===== src/rtl/ysyx_22041211_imm_stage.sv =====
// ysyx_22041211_imm_stage: buffered RV immediate generator feeding execute through a DEPTH-entry FIFO
module ysyx_22041211_imm_stage #(
  parameter int XLEN  = 32,
  parameter int DEPTH = 4
) (
  input  logic                   clk,
  input  logic                   rst,
  input  logic                   flush,
  input  logic                   in_valid,
  output logic                   in_ready,
  input  logic [31:0]            in_inst,
  input  logic [XLEN-1:0]        in_pc,
  output logic                   out_valid,
  input  logic                   out_ready,
  output logic [31:0]            out_inst,
  output logic [XLEN-1:0]        out_pc,
  output logic [XLEN-1:0]        out_imm,
  output logic [2:0]             out_type,
  output logic                   out_illegal,
  output logic [$clog2(DEPTH):0] count
);
  localparam int AW = $clog2(DEPTH);
  localparam int CW = AW + 1;
  logic [31:0]     imm32;
  logic [2:0]      typ;
  logic [XLEN-1:0] imm;
  logic            s;
  logic            enq, deq;
  logic [AW-1:0]   wptr_q, wptr_d, rptr_q, rptr_d;
  logic [CW-1:0]   cnt_q, cnt_d;
  logic [31:0]     inst_q [DEPTH];
  logic [XLEN-1:0] pc_q   [DEPTH];
  logic [XLEN-1:0] imm_q  [DEPTH];
  logic [2:0]      typ_q  [DEPTH];
  assign s = in_inst[31];
  // Classify by opcode and build a 32-bit immediate; zimm has bit 31 clear so widening by sign is safe
  always_comb begin
    typ   = 3'd7;
    imm32 = '0;
    case (in_inst[6:0])
      7'b0110011: typ = 3'd0;
      7'b0010011, 7'b0000011, 7'b1100111: begin
        typ   = 3'd1;
        imm32 = {{20{s}}, in_inst[31:20]};
      end
      7'b1110011: begin
        typ   = in_inst[14] ? 3'd6 : 3'd1;
        imm32 = in_inst[14] ? {27'b0, in_inst[19:15]} : {{20{s}}, in_inst[31:20]};
      end
      7'b0100011: begin
        typ   = 3'd2;
        imm32 = {{20{s}}, in_inst[31:25], in_inst[11:7]};
      end
      7'b1100011: begin
        typ   = 3'd3;
        imm32 = {{20{s}}, in_inst[7], in_inst[30:25], in_inst[11:8], 1'b0};
      end
      7'b0110111, 7'b0010111: begin
        typ   = 3'd4;
        imm32 = {in_inst[31:12], 12'b0};
      end
      7'b1101111: begin
        typ   = 3'd5;
        imm32 = {{12{s}}, in_inst[19:12], in_inst[20], in_inst[30:21], 1'b0};
      end
      default: typ = 3'd7;
    endcase
  end
  assign imm       = XLEN'($signed(imm32));
  assign in_ready  = cnt_q != CW'(DEPTH);
  assign out_valid = cnt_q != '0;
  assign enq       = in_valid && in_ready && !flush;
  assign deq       = out_valid && out_ready && !flush;
  // Next-state for pointers and occupancy; flush clears everything and ignores both handshakes
  always_comb begin
    wptr_d = flush ? '0 : wptr_q + AW'(enq);
    rptr_d = flush ? '0 : rptr_q + AW'(deq);
    cnt_d  = flush ? '0 : cnt_q + CW'(enq) - CW'(deq);
  end
  // State register with synchronous reset
  always_ff @(posedge clk) begin
    if (rst) begin
      wptr_q <= '0;
      rptr_q <= '0;
      cnt_q  <= '0;
    end else begin
      wptr_q <= wptr_d;
      rptr_q <= rptr_d;
      cnt_q  <= cnt_d;
    end
  end
  // Entry storage; contents are masked at the output when empty so no reset is needed
  always_ff @(posedge clk) begin
    if (enq) begin
      inst_q[wptr_q] <= in_inst;
      pc_q[wptr_q]   <= in_pc;
      imm_q[wptr_q]  <= imm;
      typ_q[wptr_q]  <= typ;
    end
  end
  assign out_inst    = out_valid ? inst_q[rptr_q] : '0;
  assign out_pc      = out_valid ? pc_q[rptr_q] : '0;
  assign out_imm     = out_valid ? imm_q[rptr_q] : '0;
  assign out_type    = out_valid ? typ_q[rptr_q] : '0;
  assign out_illegal = out_valid && typ_q[rptr_q] == 3'd7;
  assign count       = cnt_q;
endmodule


===== config.mk =====
export PLATFORM = sky130hd
export DESIGN_NAME = ysyx_22041211_imm_stage
export DESIGN_NICKNAME = d
export VERILOG_FILES = /design/src/rtl/ysyx_22041211_imm_stage.sv
export SDC_FILE = /design/constraint.sdc
export NUM_CORES = 1
export LEC_CHECK = 0
export CAP_MARGIN = 40
export CORE_MARGIN = 2
export CORE_UTILIZATION = 45
export CTS_BUF_LIST = sky130_fd_sc_hd__clkbuf_16
export CTS_CLUSTER_SIZE = 40
export DETAILED_ROUTE_END_ITERATION = 10
export PLACE_DENSITY = 0.69
export SYNTH_ARGS = -nofsm -noshare
export SYNTH_HDL_FRONTEND = slang
export SYNTH_SLANG_ARGS = --single-unit

===== constraint.sdc =====
create_clock -name clk -period 13.5 [get_ports clk]
set_input_delay 2.7 -clock clk [delete_from_list [all_inputs] [get_ports clk]]
set_output_delay 2.7 -clock clk [all_outputs]
set_load 0.02 [all_outputs]

Yosys cells after proc, flatten, opt, wreduce, memory -nomap -nowiden
Memory sizes are Yosys's and may differ from the RTL's. A register that Yosys moved wholly into a read port is not among the register bits.
Cells that the tools add are included.
Word-level totals
  register bits: 7
  RAM bits: 396
  input bits: 69
  output and inout bits: 105
  word-level logic and storage cells: 47
  memories kept: 4
Memory list
  imm_q: depth 4, bits a word 32, rd ports 1, clocked after Yosys merged registers in 1, write ports 1, RTL line 33  | logic [XLEN-1:0] imm_q [DEPTH];
  inst_q: depth 4, bits a word 32, rd ports 1, clocked after Yosys merged registers in 1, write ports 1, RTL line 31  | logic [31:0] inst_q [DEPTH];
  pc_q: depth 4, bits a word 32, rd ports 1, clocked after Yosys merged registers in 1, write ports 1, RTL line 32  | logic [XLEN-1:0] pc_q [DEPTH];
  typ_q: depth 4, bits a word 3, rd ports 1, clocked after Yosys merged registers in 1, write ports 1, RTL line 34  | logic [2:0] typ_q [DEPTH];
Operators by class
  add/sub/neg operators: 4
  equality and inequality tests: 12
  multiplexer cells: 14
  reduce and logical (&&, ||, !) cells: 10
Operator list (count)
  one-hot mux 32 bit (6 select lines): 1
  2-to-1 mux 32 bit: 4
  == test 7 bit (second input constant): 4
  == test 7 x 6 -> 1 bit (second input constant): 3
  one-hot mux 3 bit (7 select lines): 1
  == test 7 x 5 -> 1 bit (second input constant): 2
  2-to-1 mux 2 bit: 4
  == test 7 x 2 -> 1 bit (second input constant): 1
  2-to-1 mux 3 bit: 2
  logical AND 1 bit: 5
  adder 2 x 1 -> 2 bit: 2
  OR reduction 2 bit: 2
  adder 3 x 1 -> 3 bit: 1
  == test 3 bit (second input constant): 1
  inequality test 3 bit (second input constant): 1
  nonzero test 3 bit: 1
  OR reduction 3 bit: 1
  subtractor 3 x 1 -> 3 bit: 1
  2-to-1 mux 1 bit: 2
  logical NOT 1 bit: 1

Longest topological paths before layout
  depth after elaboration: 5
  gate-level depth with buffers: 11
  depth with buffers taken out: 10

Worst setup path before layout
Ideal clock, no wire load.
  path kind: in2reg
  from: input port in_valid
  to: memory imm_q[2][0], enable pin
  library setup time: 0.835 ns
  arrival time: 12.977 ns
  data required time: 12.665 ns
  path slack: -0.311 ns
  stages: 2
  path buffers: 0
  cells stage by stage: nand2_1 nor4b_1
On the way
  word-level cells in the longest chain between the ends: 4
RTL lines
  start: declaration: RTL line 9  | input logic in_valid,
  logical AND 1 bit (2 in series): RTL line 72  | assign enq = in_valid && in_ready && !flush;
  2-to-1 mux 1 bit: RTL line 94  | if (enq) begin
  2-to-1 mux 1 bit (not written as such): RTL line 97  | imm_q[wptr_q] <= imm;
  end: declaration: RTL line 33
Every way passes these cells.

==> impl_metrics.csv <==
group,metric,value,unit
synthesis,async_reset_ff_share,0,%
cts,cts_num_sinks,403,
timing,worstMarginPinSlew,0.839,ns
cts,cts_tree,"done",
floorplan,die_w,192,microns
timing,final.period_utilization,44.5,%
grt,grt_pass1_wl,48400,microns
synthesis,synth_common_cells,"edfxtp_1 (396), and2_1 (108), mux4_2 (99)",
floorplan,num_rows,68,
synthesis,synth_cell_type_count,47,
worst_setup_path,worstPathArrival,3.31,ns
cts,clk_latency,0.53,ns
worst_setup_path,crit_type,"reg2out",
worst_setup_path,timing.rr.start,"count[1]",
synthesis,yosysMostFrequentCell,"edfxtp_1",
power,powerDensity,138,nW/um^2
timing,min_period,6.01,ns
grt,grt_overflow,0,
timing,fin_worst_skew,0.0128,ns
synthesis,synth_cells,755,
floorplan,initial_core_util,45.7,%
synthesis,syn_nets,827,
worst_setup_path,crit_path_start,"rptr_q[1]",
synthesis,synth-edff-count,396,
grt,grt_pass1_vias,8145,
worst_setup_path,start_kind,"register",
placement,gp_congestion,0.784,
timing,setup_viol,0,
synthesis,ys.warnings.count,0,
cts,h-tree-depth,2,
cts,numCtsBuffers,43,
finish,final_design_area_no_fill,19600,sq um
worst_setup_path,setup.worst_path.end_class,"primary output",
worst_setup_path,reg2reg_slack,10.59,ns
hold_path,min_delay_path_depth,2,
grt,grt_max_degree,57,
floorplan,core_area,34600,sq um
timing,hold_violations,0,
cts,postCtsSetupRepairBufs,0,
synthesis,synth_ff_type,"edfxtp_1",
route,wire_per_inst,22.2,microns
floorplan,die-area,36700,sq um
synthesis,syn_avg_cell_area,21.0,sq um
synthesis,synth_top_area_share,75.1,%
finish,area_growth_syn_to_layout,23.8,%
route,num_vias,7731,
cts,cts_root_buffer,"clkbuf_16",
cts,holdBufCountCts,0,
timing,max_freq,0.166,GHz
route,viasPerCell,5.37,
worst_setup_path,worstPathMaxFanout,52,
timing,rsz0062_at_grt,"false",
run,max_cap_viol_count,0,
hold_path,hold_path_class,"reg2reg",
finish,fin_nets,1021,
synthesis,yosysTopAreaCell,"edfxtp_1",
worst_setup_path,critPathRequiredTime,10.80,ns
timing,slew_headroom,44.0,%
floorplan,ios,174,
route,first_iter_violations,531,
synthesis,ys_ff_latch,403,
worst_setup_path,endpoint,"out_imm[22]",
cts,cts_buffer_depth,3,
timing,drv_slew,0,
power,power_leakage,6.27,nW
placement,io_buffers,173,
route,drcViolationCount,0,
cts,cts_resized,0,
placement,place_area,18100,sq um
route,routed_wl,31900,microns
grt,antenna_found_initial,0,
finish,antenna_cells,0,
cts,clkTransAtPathRegs,0.06,ns
worst_setup_path,r2r_end,"pc_q[3][20]",
finish,fin_cells,1439,
finish,layout-drive-gt1-share,19.2,%
synthesis,synth_area,15800,sq um
worst_setup_path,worstRegToRegCells,5,
synthesis,synthTopCellsByArea,"edfxtp_1 (75%), mux4_2 (14%), and2_1 (4.3%)",
synthesis,ys_seq_area_share,76.0,%
run_status,status,"completed",
route,firstDrtPassIters,4,
power,ir_drop,0.0000862,V
placement,post-dp-hpwl,18800,microns
floorplan,die_h,192,microns
route,final_antenna_net_count,0,
grt,grt_usage,17.8,%
timing,setup_tns,0,ns
finish,nFillCells,2605,
placement,dp_cells,1359,
==> worst min-delay path by stage <==
stage                   start   endpoint  slack (ns)
finish               count[2]   count[2]        0.59
floorplan           wptr_q[1]  wptr_q[1]        0.52
global route        wptr_q[1]  wptr_q[1]        0.63
CTS                  count[2]   count[2]        0.59
global placement     count[2]   count[2]        0.56
detailed placement   count[2]   count[2]        0.57
==> state kept, by name (all words and copies together), names as in the netlist <==
| name | flops |
|---|---|
| rptr_q | 2 |
| pc_q | 128 |
| typ_q | 12 |
| imm_q | 128 |
| wptr_q | 2 |
| inst_q | 128 |
| count | 3 |
==> where the power goes <==
group | leakage [nW] | switching (mW) | internal, mW
clock | 0.726 | 0.462 | 0.710
combinational | 1.99 | 0.0693 | 0.0623
sequential | 3.56 | 0.00444 | 1.39
==> logic make-up after synthesis <==
family	share of synthesized area, %
buf+inv	1.24
flops	76.0
mux	14.1
xor+xnor	0.332
compound gates	1.97
fa+ha+maj	0.285
simple gates	6.06
==> metrics by stage <==
step                hold slack [ns]  power [mW]  worst slack, ns  util (%)
floorplan                     0.524        1.49           -0.311         -
detailed placement            0.575        1.55             7.95      52.4
global placement              0.558        1.55             7.82      52.2
CTS                           0.590        2.72             7.36      56.6
finish                        0.592        2.70             7.49      56.6
global route                  0.630        2.78             7.30      56.6
==> per-layer routing <==
layer  track usage, %  part of all wire [%]  vias up  wire, microns
met5                0                     0        -              0
met4             4.32                   1.7        0            547
met3             2.70                   5.2       45           1670
met2             29.8                    50      229          15900
met1             24.7                    43     3997          13700
li1                 -                     -     3460              -
==> layout make-up <==
| cell class | count | area, sq um | area share (%) |
|---|---|---|---|
| Multi-Input combinational cell | 307 | 3630 | 18.5 |
| Sequential cell | 403 | 12000 | 61.4 |
| Clock buffer | 44 | 1100 | 5.62 |
| Tap cell | 455 | 569 | 2.91 |
| Inverter | 5 | 18.8 | 0.0958 |
| Clock inverter | 36 | 345 | 1.76 |
| Timing Repair Buffer | 189 | 1890 | 9.64 |
==> critical path, cell delays in order, from the launching register on <==
cell and delay, ns:
dfxtp_4 0.82, buf_4 0.72, mux4_2 0.41, and2_1 0.22
clkdlybuf4s50_1 0.55
==> cell usage in the layout, fill, tap and decap left out, types with 3 or more instances in the layout <==
cell	instances
a21o_1	22
a21oi_1	3
a22o_1	3
and2_1	108
buf_4	13
bufinv_16	6
clkbuf_16	44
clkdlybuf4s50_1	173
clkinv_1	12
clkinv_2	4
dfxtp_1	5
edfxtp_1	396
inv_1	12
mux4_2	99
nand2_1	8
nor2_1	13
o21ai_0	3
xnor2_1	3
xor2_1	3
No activity file was read; power rests on OpenSTA's default activity.
